<file path="src/rtl/mem_loader.sv">
// Stream-to-memory loader: writes `length` bytes from a valid/ready stream starting at base_addr.
// Optional read-back check of every written byte is enabled by defining MEM_LOADER_VERIFY_EN.
module mem_loader #(
  parameter int WE_CYCLES = 2
) (
  input  logic        clk,
  input  logic        rst,
  input  logic        start,
  input  logic [14:0] base_addr,
  input  logic [15:0] length,
  input  logic [7:0]  s_data,
  input  logic        s_valid,
  output logic        s_ready,
  output logic [14:0] mem_addr,
  output logic [7:0]  mem_din,
  input  logic [7:0]  mem_dout,
  output logic        mem_en,
  output logic        mem_we,
  output logic        busy,
  output logic        done,
  output logic        error
);

  typedef enum logic [2:0] {
    S_IDLE,
    S_WAIT,
    S_SETUP,
    S_STROBE,
    S_HOLD,
`ifdef MEM_LOADER_VERIFY_EN
    S_VERIFY,
`endif
    S_DONE
  } state_t;

  localparam logic [2:0] STROBE_LAST = 3'(WE_CYCLES - 1);
  localparam logic [15:0] MAX_LEN = 16'd32768;

  state_t      state_q, state_d;
  logic [14:0] base_q, base_d;
  logic [15:0] len_q, len_d;
  logic [15:0] idx_q, idx_d;
  logic [14:0] addr_q, addr_d;
  logic [7:0]  din_q, din_d;
  logic [2:0]  cnt_q, cnt_d;
  logic        err_q, err_d;
  logic        last_byte;

  assign last_byte = (idx_q + 16'd1) == len_q;

`ifndef MEM_LOADER_VERIFY_EN
  logic unused_dout;
  assign unused_dout = ^mem_dout;
`endif

  always_ff @(posedge clk or posedge rst) begin
    if (rst) state_q <= S_IDLE;
    else     state_q <= state_d;
  end

  always_comb begin
    state_d = state_q;
    case (state_q)
      S_IDLE: begin
        if (start) begin
          if (length == 16'd0 || length > MAX_LEN) state_d = S_DONE;
          else                                     state_d = S_WAIT;
        end
      end
      S_WAIT:   if (s_valid) state_d = S_SETUP;
      S_SETUP:  state_d = S_STROBE;
      S_STROBE: if (cnt_q == STROBE_LAST) state_d = S_HOLD;
`ifdef MEM_LOADER_VERIFY_EN
      S_HOLD:   state_d = S_VERIFY;
      S_VERIFY: state_d = (mem_dout != din_q || last_byte) ? S_DONE : S_WAIT;
`else
      S_HOLD:   state_d = last_byte ? S_DONE : S_WAIT;
`endif
      S_DONE:   state_d = S_IDLE;
      default:  state_d = S_IDLE;
    endcase
  end

  // Address and data are latched on byte acceptance so they stay frozen through SETUP/STROBE/HOLD.
  always_comb begin
    base_d = base_q;
    len_d  = len_q;
    idx_d  = idx_q;
    addr_d = addr_q;
    din_d  = din_q;
    cnt_d  = cnt_q;
    err_d  = err_q;
    case (state_q)
      S_IDLE: begin
        if (start) begin
          err_d = length > MAX_LEN;
          if (length != 16'd0 && length <= MAX_LEN) begin
            base_d = base_addr;
            len_d  = length;
            idx_d  = 16'd0;
          end
        end
      end
      S_WAIT: begin
        if (s_valid) begin
          din_d  = s_data;
          addr_d = base_q + idx_q[14:0];
        end
      end
      S_SETUP:  cnt_d = 3'd0;
      S_STROBE: cnt_d = cnt_q + 3'd1;
`ifdef MEM_LOADER_VERIFY_EN
      S_VERIFY: begin
        idx_d = idx_q + 16'd1;
        if (mem_dout != din_q) err_d = 1'b1;
      end
`else
      S_HOLD:   idx_d = idx_q + 16'd1;
`endif
      default: ;
    endcase
  end

  always_ff @(posedge clk or posedge rst) begin
    if (rst) begin
      base_q <= '0;
      len_q  <= '0;
      idx_q  <= '0;
      addr_q <= '0;
      din_q  <= '0;
      cnt_q  <= '0;
      err_q  <= 1'b0;
    end else begin
      base_q <= base_d;
      len_q  <= len_d;
      idx_q  <= idx_d;
      addr_q <= addr_d;
      din_q  <= din_d;
      cnt_q  <= cnt_d;
      err_q  <= err_d;
    end
  end

  // Strobes decode straight from the state register so reset drops them without a clock.
  always_comb begin
    s_ready  = (state_q == S_WAIT);
    mem_we   = (state_q == S_STROBE);
`ifdef MEM_LOADER_VERIFY_EN
    mem_en   = (state_q == S_STROBE) || (state_q == S_VERIFY);
`else
    mem_en   = (state_q == S_STROBE);
`endif
    busy     = (state_q != S_IDLE);
    done     = (state_q == S_DONE);
    error    = err_q;
    mem_addr = addr_q;
    mem_din  = din_q;
  end

endmodule

</file>
<file path="config.mk">
export PLATFORM = sky130hd
export DESIGN_NAME = mem_loader
export DESIGN_NICKNAME = d
export VERILOG_FILES = /design/src/rtl/mem_loader.sv
export SDC_FILE = /design/constraint.sdc
export NUM_CORES = 1
export LEC_CHECK = 0
export ABC_AREA = 0
export BUFFER_PORTS_ARGS = -buffer_cell sky130_fd_sc_hd__clkbuf_2
export CORE_UTILIZATION = 56
export DETAILED_ROUTE_END_ITERATION = 10
export GPL_TIMING_DRIVEN = 0
export PLACE_DENSITY = 0.8
export SETUP_SLACK_MARGIN = 0.02
export SYNTH_ARGS = -nofsm -noshare
export SYNTH_HDL_FRONTEND = slang
export SYNTH_SLANG_ARGS = --single-unit
</file>
<file path="constraint.sdc">
create_clock -name clk -period 2.7 [get_ports clk]
set_input_delay 0.135 -clock clk [delete_from_list [all_inputs] [get_ports clk]]
set_output_delay 0.135 -clock clk [all_outputs]
set_load 0.005 [all_outputs]
</file>
== After elaboration in Yosys (flattened, before gate mapping) ==
Index checks and enable logic that the tools add are counted.

* Register bits after elaboration: 77
* Bits in latches: 0
* Bits in writable memories: 0
* Bits in read-only memories: 0
* Input port bits: 51
* Output and inout port bits: 29
* Memories: 0

* Add/subtract/negate cells: 3
* $mul: 0
* Divide/modulo/power cells: 0
* $lt $le $gt $ge: 2
* Eq/ne operators: 11
* Shift-type cells: 0
* Mux-type cells: 10
* Bitwise gates (word level): 0
* Reduce and logical (&&, ||, !) cells: 13

{| class="wikitable"
|+ Operators by type and width
! kind !! count
|-
| $mux W16 || 2
|-
| $pmux W16 S2 || 1
|-
| $add A16 B1 Y16 const B || 1
|-
| $eq A16 B16 Y1 || 1
|-
| $gt A16 B16 Y1 const B || 1
|-
| $le A16 B16 Y1 const B || 1
|-
| $logic_not A16 Y1 || 1
|-
| $reduce_bool A16 Y1 || 1
|-
| $add A15 B15 Y15 || 1
|-
| $mux W3 || 5
|-
| $pmux W3 S5 || 1
|-
| $reduce_and A3 Y1 || 3
|-
| $eq A3 B1 Y1 const B || 2
|-
| $eq A3 B2 Y1 const B || 2
|-
| $eq A3 B3 Y1 const B || 2
|-
| $ne A2 B2 Y1 const B || 3
|-
| $pmux W3 S2 || 1
|-
| $reduce_and A2 Y1 || 2
|-
| $reduce_bool A2 Y1 || 2
|-
| $add A3 B1 Y3 const B || 1
|-
| $logic_not A3 Y1 || 1
|-
| $reduce_bool A3 Y1 || 1
|-
| $ne A2 B1 Y1 const B || 1
|-
| $logic_and A1 B1 Y1 || 1
|-
| $logic_or A1 B1 Y1 || 1
|}

== Logic depth before layout (Yosys ltp) ==
* Word-level depth: 5
* Mapped depth: 10

== Least setup slack after synthesis ==
Ideal clock, no wire load.

* Kind: register to register
* Start: register idx_q[0]
* End: register addr_q[14], in the netlist mem_addr[14]
* Setup time: 136 ps
* Arrival time: 2153 ps
* Required time: 2564 ps
* Path slack: 411 ps
* Cell stages (with the launch flop): 11
* Path buffers: 0
* Cells stage by stage: dfrtp_1 ha_1 inv_1 fa_1 nand2b_1 a211oi_1 a211oi_1 o21a_1 o31ai_1 xnor2_1 o21ai_0

* Cells in the longest elaborated chain, start to end: 1

{| class="wikitable"
|+ RTL lines
! what !! line !! text
|-
| start, declared || 42 || <nowiki>logic [15:0] idx_q, idx_d;</nowiki>
|-
| start signal, assigned || 136 || <nowiki>idx_q <= idx_d;</nowiki>
|-
| $add A15 B15 Y15 || 107 || <nowiki>addr_d = base_q + idx_q[14:0];</nowiki>
|-
| end signal, assigned || 137 || <nowiki>addr_q <= addr_d;</nowiki>
|-
| end, declared || 43 || <nowiki>logic [14:0] addr_q, addr_d;</nowiki>
|}

No other way between the ends.
A chain may end at the register's enable or synchronous reset.

== Final worst setup path ==
* Start: register idx_q[0]
* End: register state_q[2]

* Cells in the longest elaborated chain, start to end: 4

{| class="wikitable"
|+ RTL lines
! what !! line !! text
|-
| $add A16 B1 Y16 || 49 || <nowiki>assign last_byte = (idx_q + 16'd1) == len_q;</nowiki>
|-
| $eq A16 B16 Y1 || 49 ||
|-
| $mux W3 || 77 || <nowiki>S_HOLD: state_d = last_byte ? S_DONE : S_WAIT;</nowiki>
|-
| $pmux W3 S5 || 63 || <nowiki>case (state_q)</nowiki>
|-
| end signal, assigned || 58 || <nowiki>else state_q <= state_d;</nowiki>
|-
| end, declared || 39 || <nowiki>state_t state_q, state_d;</nowiki>
|}

No other way between the ends.

==> flow_summary_export.csv <==
group,metric,value,unit
clock_tree,cts_tree,"done",
synthesis,synth_top_cells_by_count,"77 x dfrtp_1, 47 x nand2_1, 40 x mux2_2, 39 x o21ai_0, 24 x xnor2_1",
setup_path,cp.required,2.95,ns
floorplan,die_area,7920,um^2
sta,tightest_slew,0.479,ns
detailed_routing,wl_met1,3990,um
sta,finalHoldViolations,0,
setup_path,worstRegToRegCells,7,
synthesis,yosys_warnings,0,
clock_tree,cts_buffers,9,
synthesis,synth_cells,420,
sta,setup_viol,0,
clock_tree,root_buffer,"clkbuf_8",
setup_path,crit_buf_inv,0,
global_route,grt_pass1_vias,3236,
final_layout,drive_gt1_share,28.2,%
clock_tree,clockBufferDepth,2,
synthesis,synth_edf_count,0,
placed_design,hpwl,6680,um
setup_path,timing.rr.end,"state_q[2]",
hold_path,whs_path_depth,2,
floorplan,core,7290,um^2
floorplan,initial_core_util,58.1,%
detailed_routing,dr_wl_met2,4400,um
setup_path,critPathMaxStageDelay,0.44,ns
synthesis,synth.area.top_cells,"dfrtp_1 45%, mux2_2 11%, ha_1 5.0%",
hold_path,worstHoldStart,"base_addr[5]",
synthesis,syn_avg_cell_area,10.1,um^2
final_layout,design_area,5020,um^2
setup_path,crit_top_cell,"nand3_1",
sta,drv_slew,0,
clock_tree,clk_latency,0.35,ns
power,ir_drop,0.632,mV
floorplan,rows,31,
setup_path,crit_family,"compound AO/OA/AOI/OAI gates",
global_route,antenna_found_initial,0,
run_status,status,"finished, final reports clean",
global_route,grt.total_usage,25.7,%
sta,finalClockSkew,0.0127,ns
detailed_routing,wl_met3,413,um
sta,timing.slew.headroom,67.7,%
hold_path,hp-class,"input port to flop",
clock_tree,clk_pin_slew,0.08,ns
setup_path,cp_max_fo,7,
sta,post-route-min-period,2.51,ns
setup_path,cp_slowest_cell,"dfrtp_2",
detailed_routing,drc_errors,0,
detailed_routing,ant_nets,0,
power,pwr_density_cell,1160,nW/um^2
sta,clock.fmax,399,MHz
synthesis,synth-seq-area-share,45.5,%
synthesis,yosysMostFrequentCell,"dfrtp_1",
synthesis,synthFlopType,"dfrtp_1",
detailed_routing,top_layer_used,"met4",
placed_design,placed_area,4750,um^2
synthesis,synth_top_cell_area_share,45.5,%
final_layout,fin_nets,574,
power,finalPower,5.80,mW
setup_path,r2r_setup_slack,0.19,ns
sta,finalCritPeriodShare,92.9,%
placed_design,gp_congestion,0.877,
synthesis,synth_fp_nets,489,
power,p_leak,2.33,nW
floorplan,io_pins,80,
final_layout,area_growth,18.4,%
placed_design,port_buffers,71,
final_layout,antenna_cells,0,
detailed_routing,firstDrtPassIters,4,
detailed_routing,num_vias,3425,
floorplan,fp.dieH,89.0,um
setup_path,crit_path_start_kind,"flop",
sta,rsz0062_at_grt,"false",
floorplan,dieWidth,89.0,um
global_route,grt_overflow,0,
synthesis,ys_ff_latch,77,
detailed_routing,wl_per_cell,14.9,um
global_route,grt_pass1_wl,15100,um
setup_path,path_cells,"ha_1 -> nand3_1 -> nor2b_1 -> nand3_1 -> a211oi_1 -> o311ai_0 -> o41ai_2",
global_route,grt_max_degree,74,
hold_path,whs_endpoint,"base_q[5]",
synthesis,netlist_area,4240,um^2
setup_path,r2r-start,"idx_q[0]",
detailed_routing,drtIter0Drc,214,
detailed_routing,route.final.wire_length,9050,um
synthesis,synth_cell_type_count,40,
setup_path,cp_data_arrival_time,2.76,ns
detailed_routing,viasPerCell,5.62,
synthesis,async_flop_share,100,%
synthesis,synth_largest_area_cell,"dfrtp_1",
job,drv_cap,0,
setup_path,cp-end-kind,"flop",
setup_path,worst-setup-path-type,"flop to flop",
clock_tree,cts.sinks,77,
clock_tree,cts.htree.levels,3,
## cell type report
type,instances,area (um^2)
fillers,634,2270
multi-input cells,312,2200
flip-flops and latches,77,1930
repair buffers,74,403
clock buffers,12,155
well taps,99,124
plain buffers,18,88.8
clock inverters,4,70.1
inverters,13,51.3
## where the power goes
part           internal, mW  switching, mW
logic                  1.32           1.36
clock network         0.568          0.401
registers              1.70          0.451
## layer usage
layer  vias up  track usage, %
met5         -               0
met4         0            12.8
met3        20            4.16
met2       107            43.1
met1      1635            32.5
li1       1663               -
## what timing repair did
| item | in CTS | in global routing |
|---|---|---|
| endpoints found under the setup margin | 1 | 2 |
| setup buffers | 0 | 0 |
| gates resized for setup | 1 | 4 |
| endpoints found under the hold margin | 78 | 0 |
| hold buffers | 2 | 0 |
## registers in the layout, summed over array words and instances, names as in the netlist
| register | count |
|---|---|
| mem_addr | 15 |
| error | 1 |
| mem_din | 8 |
| idx_q | 16 |
| base_q | 15 |
| state_q | 3 |
| cnt_q | 3 |
| len_q | 16 |
## metrics by stage
stage               hold slack, ns  worst slack (ns)  util (%)  cells  TNS [ns]
finish                      0.0111             0.192      68.8    609         0
global route               0.00806            0.0513      68.8    609         0
CTS                        0.00229            0.0867      68.5    609         0
detailed placement          0.0120            0.0242      65.1    591         0
global placement             0.367            -0.220      64.7    590    -16.45
floorplan                    0.282             0.411         -    420         0
## placed cells by master (no fill, tap or decap), types with 3 or more instances in the layout
master / instances
and2_1: 3
xor2_1: 16
clkbuf_8: 11
dfrtp_1: 76
nand2_1: 47
a21oi_1: 19
ha_1: 17
clkbuf_2: 71
nand3_1: 8
nor3_1: 11
inv_1: 12
o21ai_0: 39
mux2_2: 40
o21a_1: 5
nor4_1: 3
xnor2_1: 24
a211oi_1: 4
o21bai_1: 3
a21o_1: 7
nand2b_1: 6
nor2_1: 19
clkbuf_1: 11
nor3b_1: 3
and3_1: 5
a31oi_1: 13
buf_2: 5
## logic make-up after synthesis
| logic type | after synthesis | share of synthesized area, % |
|---|---|---|
| AO/OA/AOI/OAI | 100 | 14.1 |
| XOR/XNOR | 40 | 8.26 |
| AND/OR/NAND/NOR | 114 | 12.8 |
| adder cells (fa/ha/maj) | 18 | 5.49 |
| multiplexers | 40 | 10.6 |
| buffers and inverters | 31 | 3.25 |
| flip-flops | 77 | 45.5 |
## worst max-delay path by stage
stage / startpoint / endpoint / slack (ns) / cells past startpoint
CTS: idx_q[0] / mem_addr[14] / 0.09 / 10
global route: idx_q[0] / mem_addr[14] / 0.05 / 10
floorplan: idx_q[0] / mem_addr[14] / 0.41 / 10
detailed placement: idx_q[0] / mem_addr[14] / 0.02 / 10
global placement: rst / mem_addr[14] / -0.22 / 2
finish: idx_q[0] / state_q[2] / 0.19 / 7
Note: power is estimated with default switching activity, not from simulation.
